--- src/rtl/muldiv_sequencer.sv ---
// Iterative MIPS-style HI/LO multiply/divide unit: STEPS bits per cycle, 32/STEPS RUN cycles plus one FIX cycle.
// Divider datapath and DIV/DIVU are present only when MULDIV_SEQUENCER_DIV_EN is defined.
// start is honoured only in IDLE; flush abandons an in-flight op, and reset overrides everything.
module muldiv_sequencer #(
  parameter int STEPS = 1
) (
  input  logic        clk,
  input  logic        reset,
  input  logic        start,
  input  logic [5:0]  funct,
  input  logic        flush,
  input  logic [31:0] operando_1,
  input  logic [31:0] operando_2,
  output logic [31:0] hi,
  output logic [31:0] lo,
  output logic        busy,
  output logic        done
);

  localparam logic [5:0] F_MULT  = 6'b011000;
  localparam logic [5:0] F_MULTU = 6'b011001;
  localparam logic [5:0] F_MTHI  = 6'b010001;
  localparam logic [5:0] F_MTLO  = 6'b010011;
`ifdef MULDIV_SEQUENCER_DIV_EN
  localparam logic [5:0] F_DIV   = 6'b011010;
  localparam logic [5:0] F_DIVU  = 6'b011011;
`endif
  localparam logic [5:0] N_CNT   = 6'(32 / STEPS);

  typedef enum logic [1:0] {IDLE, RUN, FIX} state_t;

  state_t      state_q;
  logic [5:0]  count_q;
  logic [31:0] a_q;          // multiplicand magnitude, or dividend magnitude
  logic [63:0] p_q, p_d;     // mult: {partial high, multiplier}; div: {remainder, quotient}
  logic        neg_p_q;      // negate product / quotient
  logic [31:0] hi_q, lo_q;
  logic        done_q;
  logic [32:0] add_w;
`ifdef MULDIV_SEQUENCER_DIV_EN
  logic [31:0] b_q;          // divisor magnitude
  logic        is_div_q;
  logic        neg_r_q;      // remainder follows dividend sign
  logic        div0_q;
  logic [32:0] rem_w, diff_w;
`endif

  logic        mul_go, div_go, sgn;
  logic [31:0] mag1, mag2;
  logic [63:0] prod;
  logic [31:0] res_hi, res_lo;

  // Decode the request and form operand magnitudes for signed ops.
  always_comb begin
    mul_go = (funct == F_MULT) || (funct == F_MULTU);
`ifdef MULDIV_SEQUENCER_DIV_EN
    div_go = (funct == F_DIV) || (funct == F_DIVU);
`else
    div_go = 1'b0;
`endif
    sgn  = ~funct[0];
    mag1 = (sgn && operando_1[31]) ? (32'd0 - operando_1) : operando_1;
    mag2 = (sgn && operando_2[31]) ? (32'd0 - operando_2) : operando_2;
  end

  // STEPS iterations of shift-add multiply or restoring shift-subtract divide.
  always_comb begin
    p_d   = p_q;
    add_w = '0;
`ifdef MULDIV_SEQUENCER_DIV_EN
    rem_w  = '0;
    diff_w = '0;
`endif
    for (int s = 0; s < STEPS; s++) begin
`ifdef MULDIV_SEQUENCER_DIV_EN
      if (is_div_q) begin
        rem_w  = p_d[63:31];
        diff_w = rem_w - {1'b0, b_q};
        if (!diff_w[32]) p_d = {diff_w[31:0], p_d[30:0], 1'b1};
        else             p_d = {rem_w[31:0],  p_d[30:0], 1'b0};
      end else
`endif
      begin
        add_w = {1'b0, p_d[63:32]} + (p_d[0] ? {1'b0, a_q} : 33'd0);
        p_d   = {add_w, p_d[31:1]};
      end
    end
  end

  // Sign correction and divide-by-zero result applied at FIX.
  always_comb begin
    prod   = neg_p_q ? (64'd0 - p_q) : p_q;
    res_hi = prod[63:32];
    res_lo = prod[31:0];
`ifdef MULDIV_SEQUENCER_DIV_EN
    if (is_div_q) begin
      if (div0_q) begin
        res_hi = neg_r_q ? (32'd0 - a_q) : a_q;  // rebuilds the original dividend
        res_lo = 32'hFFFF_FFFF;
      end else begin
        res_hi = neg_r_q ? (32'd0 - p_q[63:32]) : p_q[63:32];
        res_lo = neg_p_q ? (32'd0 - p_q[31:0])  : p_q[31:0];
      end
    end
`endif
  end

  // Sequencer FSM: accept in IDLE, iterate in RUN, write HI/LO in FIX.
  always_ff @(posedge clk) begin
    if (reset) begin
      state_q  <= IDLE;
      count_q  <= '0;
      a_q      <= '0;
      p_q      <= '0;
      neg_p_q  <= 1'b0;
      hi_q     <= '0;
      lo_q     <= '0;
      done_q   <= 1'b0;
`ifdef MULDIV_SEQUENCER_DIV_EN
      b_q      <= '0;
      is_div_q <= 1'b0;
      neg_r_q  <= 1'b0;
      div0_q   <= 1'b0;
`endif
    end else begin
      done_q <= 1'b0;
      case (state_q)
        IDLE: begin
          if (start && !flush) begin
            if (mul_go || div_go) begin
              state_q <= RUN;
              count_q <= N_CNT;
              a_q     <= mag1;
              p_q     <= {32'd0, (div_go ? mag1 : mag2)};
              neg_p_q <= sgn && (operando_1[31] ^ operando_2[31]);
`ifdef MULDIV_SEQUENCER_DIV_EN
              b_q      <= mag2;
              is_div_q <= div_go;
              neg_r_q  <= sgn && operando_1[31];
              div0_q   <= (operando_2 == 32'd0);
`endif
            end else if (funct == F_MTHI) begin
              hi_q <= operando_1;
            end else if (funct == F_MTLO) begin
              lo_q <= operando_1;
            end
          end
        end
        RUN: begin
          if (flush) begin
            state_q <= IDLE;
            count_q <= '0;
          end else begin
            p_q     <= p_d;
            count_q <= count_q - 6'd1;
            if (count_q == 6'd1) state_q <= FIX;
          end
        end
        FIX: begin
          state_q <= IDLE;
          if (!flush) begin
            hi_q   <= res_hi;
            lo_q   <= res_lo;
            done_q <= 1'b1;
          end
        end
        default: state_q <= IDLE;
      endcase
    end
  end

  assign hi   = hi_q;
  assign lo   = lo_q;
  assign done = done_q;
  assign busy = (state_q != IDLE);

endmodule

--- config.mk ---
export PLATFORM = sky130hd
export DESIGN_NAME = muldiv_sequencer
export DESIGN_NICKNAME = d
export VERILOG_FILES = /design/src/rtl/muldiv_sequencer.sv
export SDC_FILE = /design/constraint.sdc
export NUM_CORES = 1
export LEC_CHECK = 0
export ABC_AREA = 1
export CAP_MARGIN = 5
export CORE_MARGIN = 2
export CORE_UTILIZATION = 40
export CTS_CLUSTER_SIZE = 25
export DETAILED_ROUTE_END_ITERATION = 10
export SYNTH_ARGS = -nofsm -noshare
export SYNTH_HDL_FRONTEND = slang
export SYNTH_SLANG_ARGS = --single-unit
--- constraint.sdc ---
create_clock -name clk -period 2.9 [get_ports clk]
set_input_delay 0.29 -clock clk [delete_from_list [all_inputs] [get_ports clk]]
set_output_delay 0.29 -clock clk [all_outputs]
set_load 0.05 [all_outputs]
Word-level counts from Yosys, hierarchy flattened
Cells that the tools add are included.
{ "classes": {"n_addsub": 5, "eq_ne": 16, "n_mux": 29, "bitwise_logic": 3, "n_reduce_logical": 17} }
{ "ops": {"columns": ["cell", "n"], "rows": [
  ["2-to-1 mux 32 bit", 12],
  ["2-to-1 mux 64 bit", 4],
  ["case mux 32 bit (2 select lines)", 2],
  ["case mux 64 bit (2 select lines)", 1],
  ["subtractor 1 x 32 -> 32 bit (first input constant)", 2],
  ["subtractor 1 x 64 -> 64 bit (first input constant)", 1],
  ["adder 32 x 32 -> 33 bit", 1],
  ["equality test 6 x 5 -> 1 bit (second input constant)", 4],
  ["2-to-1 mux 6 bit", 3],
  ["!= test 2 bit (second input constant)", 8],
  ["case mux 6 bit (2 select lines)", 1],
  ["AND reduction 3 bit", 3],
  ["2-to-1 mux 2 bit", 4],
  ["equality test 6 x 1 -> 1 bit (second input constant)", 1],
  ["AND reduction 6 bit", 1],
  ["nonzero test 2 bit", 3],
  ["subtractor 6 x 1 -> 6 bit (second input constant)", 1],
  ["AND reduction 5 bit", 1],
  ["logical AND 1 bit", 4],
  ["case mux 2 bit (2 select lines)", 1],
  ["AND reduction 4 bit", 1],
  ["!= test 3 bit (second input constant)", 1],
  ["equality test 2 x 1 -> 1 bit (second input constant)", 1],
  ["equality test 2 bit (second input constant)", 1],
  ["7 further kinds", 8]
]} }
{ "word_totals": {"regBits": 170, "input_bits": 74, "out_inout_bits": 66, "wordCells": 78} }

Longest topological paths before layout
Gate-level depths: netlist (run 1).
{ "depth": {"depth_word": 6, "ltp_mapped": 18, "mapped_depth_nobuf": 16} }

Worst setup path before layout (run 1)
Ideal clock, no wire load.
{ "synth_timing": {"path_kind": "register to register", "start": "reg p_q[0]", "end": "reg p_q[51]", "setup_time_ps": 132, "arrival_ps": 2150, "t_required_ps": 2768, "path_slack_ps": 618, "path_stages_with_launch": 18, "path_buffers": 2, "synth_period_minus_slack_ps": 2282, "cell_sequence": "dfxtp_1 buf_6 clkbuf_1 nand2_1 inv_1 ha_1 inv_1 fa_1 inv_1 nand3_1 nand3_1 nand3_1 nand3_1 nand3_1 nand2_1 nand2_1 nand3_1 a21oi_1"} }
{ "synth_between": {"elab_chain_cells": 4} }
{ "synth_rtl": {"columns": ["element", "line", "source"], "rows": [
  ["start, declared", "35", "logic [63:0] p_q, p_d;"],
  ["start signal, assigned", "134", "p_q <= {32'd0, (div_go ? mag1 : mag2)};"],
  ["start signal, assigned", "154", "p_q <= p_d;"],
  ["2-to-1 mux 32 bit", "84", "add_w = {1'b0, p_d[63:32]} + (p_d[0] ? {1'b0, a_q} : 33'd0);"],
  ["adder 32 x 32 -> 33 bit", "84", null],
  ["2-to-1 mux 64 bit", "150", "if (flush) begin"],
  ["case mux 64 bit (2 select lines)", "127", "case (state_q)"]
]} }
No other way between the ends. The select of a mux whose other input is x is not followed.
A chain may end at the register's enable or synchronous reset.

Worst setup path in the final report (run 1)
{ "layout_timing": {"start": "reg p_q[0]", "end": "reg p_q[58]"} }
Same word-level chain as after synthesis.

==> flow_summary.toml, run 1 <==
[outcome]
outcome = "finished clean"

[timing]
max_freq_mhz = 405
relSlewSlack_pct = 52.8
drv_slew = 0
worst_slew_pin_slew_ns = 0.704
hold_violations = 0
period_share_pct = 85.2
rsz0062_at_grt = "no"
skew_ns = 0.0148
worst_slack_ns = 0.430
setup_viol = 0
setup_tns_ns = 0
min_period_ns = 2.47

[power_and_ir_drop]
power_density_nw_per_um2 = 346
p_leak_nw = 7.94
totalPowerFinal_w = 0.00546
ir_drop_mv = 0.414

[clocking]
htree_levels = 4
path_clk_slew_ns = 0.08
numCtsBuffers = 17
cts_root_buf = "clkbuf_16"
clock_sinks = 170
cts_resized = 0
clk_path_buf_depth = 2
cts_tree = "yes"
cts_setup_buffers = 0
clock_latency_ns = 0.45
hold_buffers = 0

[placed_design]
routabilityCongestion = 0.957
io_buffers = 139
place_hpwl_um = 41800
post-place-ws_ns = 0.181
dp_cells = 2829
dpl_cell_area_um2 = 15200

[synthesis]
synth_area_um2 = 13400
netlist_instances = 2302
syn_area_per_cell_um2 = 5.82
seq_area_frac_synth_pct = 25.4
synth_edf_count = 0
synthDistinctLibCells = 51
syn-num-nets = 2414
synth_ff_type = "dfxtp_1"
yosysTopAreaCell = "dfxtp_1"
ys_top_cells_by_area = "dfxtp_1 (25%), nand2_1 (16%), nor2_1 (8.5%), a21oi_1 (8.3%), inv_1 (8.0%)"
yosysWarnings = 0
ys_seq_elements = 170
async_flop_share_pct = 0
yosys.area.top_type_share_pct = 25.4

[layout]
layout_common_cells = "nand2_1 (573), nor2_1 (301), inv_1 (285)"
final_common_cell = "nand2_1"
finalNetCount = 2512
syn2layout_area_growth_pct = 17.8
fin_area_um2 = 15800
antenna_cells = 0
drive_gt1_share_pct = 5.30
n_fill_cell = 3596
stdcell_count = 2861

[route]
drtAntennaViolNets = 0
via_count = 15500
drtIter0Drc = 1280
routedWlPerCell_um = 18.5
via_per_inst = 5.40
totalWireLength_um = 53000
drt-pass1-iter-count = 6
drc = 0

[die]
dieArea_um2 = 35000
core_um2 = 33300
initial_core_util_pct = 40.3
die_w_um = 187
die_y_um = 187
pin_count = 140
placementRows = 67

[worst_setup_path]
required_ns = 3.28
endpoint_kind = "flop"
startpoint_type = "flop"
arrival_ns = 2.85
crit_fanout = 31
path_class = "reg -> reg"

[hold_path]
min_path_type = "reg -> reg"

[global_routing]
grt_max_degree = 129
antenna_found_initial = 0
grt_overflow = 0
grt_pass1_wl_um = 81200
grt_pass1_vias = 14300
track_usage_pct = 29.8

[job]
maxCapViolations = 0
==> Yosys cell counts, types with 7 or more instances <==
master	instances
nand2_1	573
nor2_1	303
inv_1	286
a21oi_1	223
nand3_1	208
o21ai_0	201
dfxtp_1	170
clkbuf_1	43
ha_1	37
buf_2	27
nand4_1	26
xor2_1	25
nor3_1	19
nand3b_1	16
o21bai_1	12
inv_2	10
or2_2	10
buf_4	9
nor2_4	9
nand2_2	8
nor2_2	8
a31oi_1	7
nor4_1	7
==> area by class of cell <==
type                    instances  area (um^2)  share of cell area [%]
clock inverters                15          178                    1.13
multi-input cells            1746         8450                    53.5
well taps                     448          561                    3.55
flip-flops and latches        170         3400                    21.6
repair buffers                166         1640                    10.4
inverters                     299         1120                    7.11
clock buffers                  17          425                    2.69
==> kinds of logic after synthesis <==
group	Yosys count	synth area share, %
adders and majority gates	38	3.60
xor gates and xnor gates	26	1.70
buffers and inverters	386	11.6
AOI/OAI and AO/OA	474	18.8
and+or+nand+nor	1208	38.9
DFF	170	25.4
==> per-stage QoR <==
step | hold WS [ns] | util [%]
floorplan | 0.369 | -
global placement | 0.489 | 45.6
detailed placement | 0.486 | 45.6
CTS | 0.502 | 47.4
global route | 0.538 | 47.4
finish | 0.507 | 47.4
==> metal layers <==
layer | global-route usage (%) | up-vias | share of wire, %
li1 | - | 7655 | -
met4 | 11.5 | 0 | 3.8
met1 | 37.5 | 7154 | 42
met3 | 3.40 | 104 | 5.8
met2 | 52.3 | 540 | 48
met5 | 0 | - | 0
==> worst max-delay path, cell delays in order, from the launching register on <==
cell     delay [ns]
dfxtp_1        0.40
buf_12         0.20
nand2_1        0.13
inv_1          0.08
ha_1           0.29
or2_2          0.31
nand3_1        0.09
nand2_1        0.12
nand2_1        0.09
nand2_1        0.13
nand2_1        0.14
nand2_1        0.05
nand2_1        0.05
nand3_1        0.13
a21oi_1        0.17
==> where the power goes <==
part | switching (W) | leakage [nW] | internal [W]
Clock | 0.00120 | 0.292 | 0.00123
Combinational | 0.000428 | 6.28 | 0.000237
Sequential | 0.0000163 | 1.37 | 0.00235
==> final timing paths <==
| check | start | endpoint | slack (ns) | cells after the start |
|---|---|---|---|---|
| setup / recovery | p_q[0] | p_q[58] | 0.43 | 14 |
| hold reg to reg | count_q[2] | count_q[2] | 0.51 | 2 |
| hold / removal | count_q[2] | count_q[2] | 0.51 | 2 |
| setup reg to reg | p_q[0] | p_q[58] | 0.43 | 14 |
==> sequential cells by signal, indices dropped and copies added, names as in the netlist <==
name     cells
count_q      6
neg_p_q      1
state_q      2
a_q         32
p_q         64
lo          32
done         1
hi          32
Note: power is estimated with default switching activity, not from simulation.
==> inputs of run 2 (changes only) <==
--- a/config.mk
+++ b/config.mk
@@ -11,6 +11,7 @@
 export CORE_UTILIZATION = 40
 export CTS_CLUSTER_SIZE = 25
 export DETAILED_ROUTE_END_ITERATION = 10
+export GPL_ROUTABILITY_DRIVEN = 0
 export SYNTH_ARGS = -nofsm -noshare
 export SYNTH_HDL_FRONTEND = slang
 export SYNTH_SLANG_ARGS = --single-unit
==> constraint.sdc (replaced) <==
create_clock -name clk -period 2.9 [get_ports clk]
set_input_delay 0.58 -clock clk [delete_from_list [all_inputs] [get_ports clk]]
set_output_delay 0.58 -clock clk [all_outputs]
set_load 0.05 [all_outputs]
==> flow_summary.toml, run 2 (synthesized netlist as in run 1, its figures left out) <==
[timing]
rsz0062_at_grt = "no"
worst_slack_ns = 0.397
hold_violations = 0
relSlewSlack_pct = 35.6
period_share_pct = 86.3
setup_tns_ns = 0
max_freq_mhz = 400
skew_ns = 0.00872
min_period_ns = 2.50
setup_viol = 0
worst_slew_pin_slew_ns = 0.966
drv_slew = 0

[hold_path]
min_path_type = "reg -> reg"
hold_depth = 2

[clocking]
clk_path_buf_depth = 2
cts_resized = 0
hold_buffers = 0
clock_sinks = 170
htree_levels = 4
path_clk_slew_ns = 0.07
numCtsBuffers = 17
clock_latency_ns = 0.44
cts_tree = "yes"
cts_setup_buffers = 0
cts_root_buf = "clkbuf_16"

[worst_setup_path]
crit_fanout = 4
required_ns = 2.32
worstReg2RegEnd = "p_q[58]"
endpoint_kind = "output pin"
crit_cells = 3
path_class = "reg -> out"
worstSetupStartpoint = "state_q[0]"
path_cells = "nor2_1 -> inv_1 -> clkdlybuf4s50_1"
crit_end = "busy"
worst-path-buf-inv = 2
arrival_ns = 1.92
slowest_stage = "clkdlybuf4s50_1"
startpoint_type = "flop"
critical-path-max-stage-delay_ns = 0.83
worstReg2RegStart = "p_q[0]"
r2r_setup_slack_ns = 0.41
rr_worst_depth = 14
cpLargestDelayFamily = "buffers and inverters"

[global_routing]
grt_overflow = 0
antenna_found_initial = 0
grt_max_degree = 129
grt_pass1_vias = 13800
grt_pass1_wl_um = 77800
track_usage_pct = 28.4

[job]
maxCapViolations = 0

[layout]
final_common_cell = "nand2_1"
syn2layout_area_growth_pct = 17.8
largest_reg_flops = 64
stdcell_count = 2858
fin_area_um2 = 15800
final_util_pct = 47.5
n_fill_cell = 3577
finalNetCount = 2510
drive_gt1_share_pct = 5.15
layout_common_cells = "nand2_1 (573), nor2_1 (301), inv_1 (285)"
top_register = "p_q"
antenna_cells = 0

[route]
drc = 0
drtAntennaViolNets = 0
routedWlPerCell_um = 17.8
via_per_inst = 5.40
drtIter0Drc = 1441
via_count = 15400
drt-pass1-iter-count = 6
totalWireLength_um = 50800

[die]
placementRows = 67
die_y_um = 187
die_w_um = 187
dieArea_um2 = 35000
initial_core_util_pct = 40.3
core_um2 = 33300
pin_count = 140

[placed_design]
dpl_cell_area_um2 = 15200
dp_cells = 2827
io_buffers = 139
place_hpwl_um = 39400
post-place-ws_ns = 0.169

[power_and_ir_drop]
p_leak_nw = 7.94
power_density_nw_per_um2 = 350
ir_drop_mv = 0.432

[outcome]
outcome = "finished clean"
==> run 2: worst min path at each step <==
stage               startpoint  slack [ns]         end
floorplan              a_q[10]        0.46     a_q[10]
global placement       a_q[10]        0.49     a_q[10]
detailed placement     a_q[10]        0.50     a_q[10]
CTS                 count_q[2]        0.51  count_q[2]
global route        count_q[2]        0.53  count_q[2]
finish              count_q[2]        0.51  count_q[2]
==> run 2: layer usage <==
| metal | share of wire (%) | global-route usage (%) |
|---|---|---|
| met1 | 43 | 36.9 |
| met3 | 6.1 | 3.23 |
| met2 | 48 | 48.7 |
| met4 | 3.3 | 9.95 |
| met5 | 0 | 0 |
==> run 2: worst reg2reg max path, delay by kind of cell, from the launching register on <==
kind                       cells  cell delay (ns)
DFF                            1             0.40
adders and majority gates      1             0.31
and+or+nand+nor               10             1.26
buffers and inverters          2             0.30
AOI/OAI and AO/OA              1             0.17
==> run 2: report_power, final <==
part / internal (W) / switching (W) / total [W]
registers: 0.00235 / 0.0000162 / 0.00236
clock network: 0.00138 / 0.00112 / 0.00250
logic: 0.000238 / 0.000423 / 0.000662
==> run 2: layout make-up <==
type                            instances  area (um^2)  area share [%]
Clock buffer                           18          429            2.72
Clock inverter                         13          186            1.18
Inverter                              299         1120            7.10
Multi-Input combinational cell       1746         8450            53.5
Sequential cell                       170         3400            21.6
Tap cell                              448          561            3.55
Timing Repair Buffer                  164         1640            10.4
==> run 2: through the flow <==
step                      hold WS (ns)  total power, W
after floorplan                  0.463         0.00279
after global placement           0.488         0.00306
after detailed placement         0.495         0.00307
after CTS                        0.508         0.00555
after global routing             0.533         0.00572
final                            0.507         0.00553
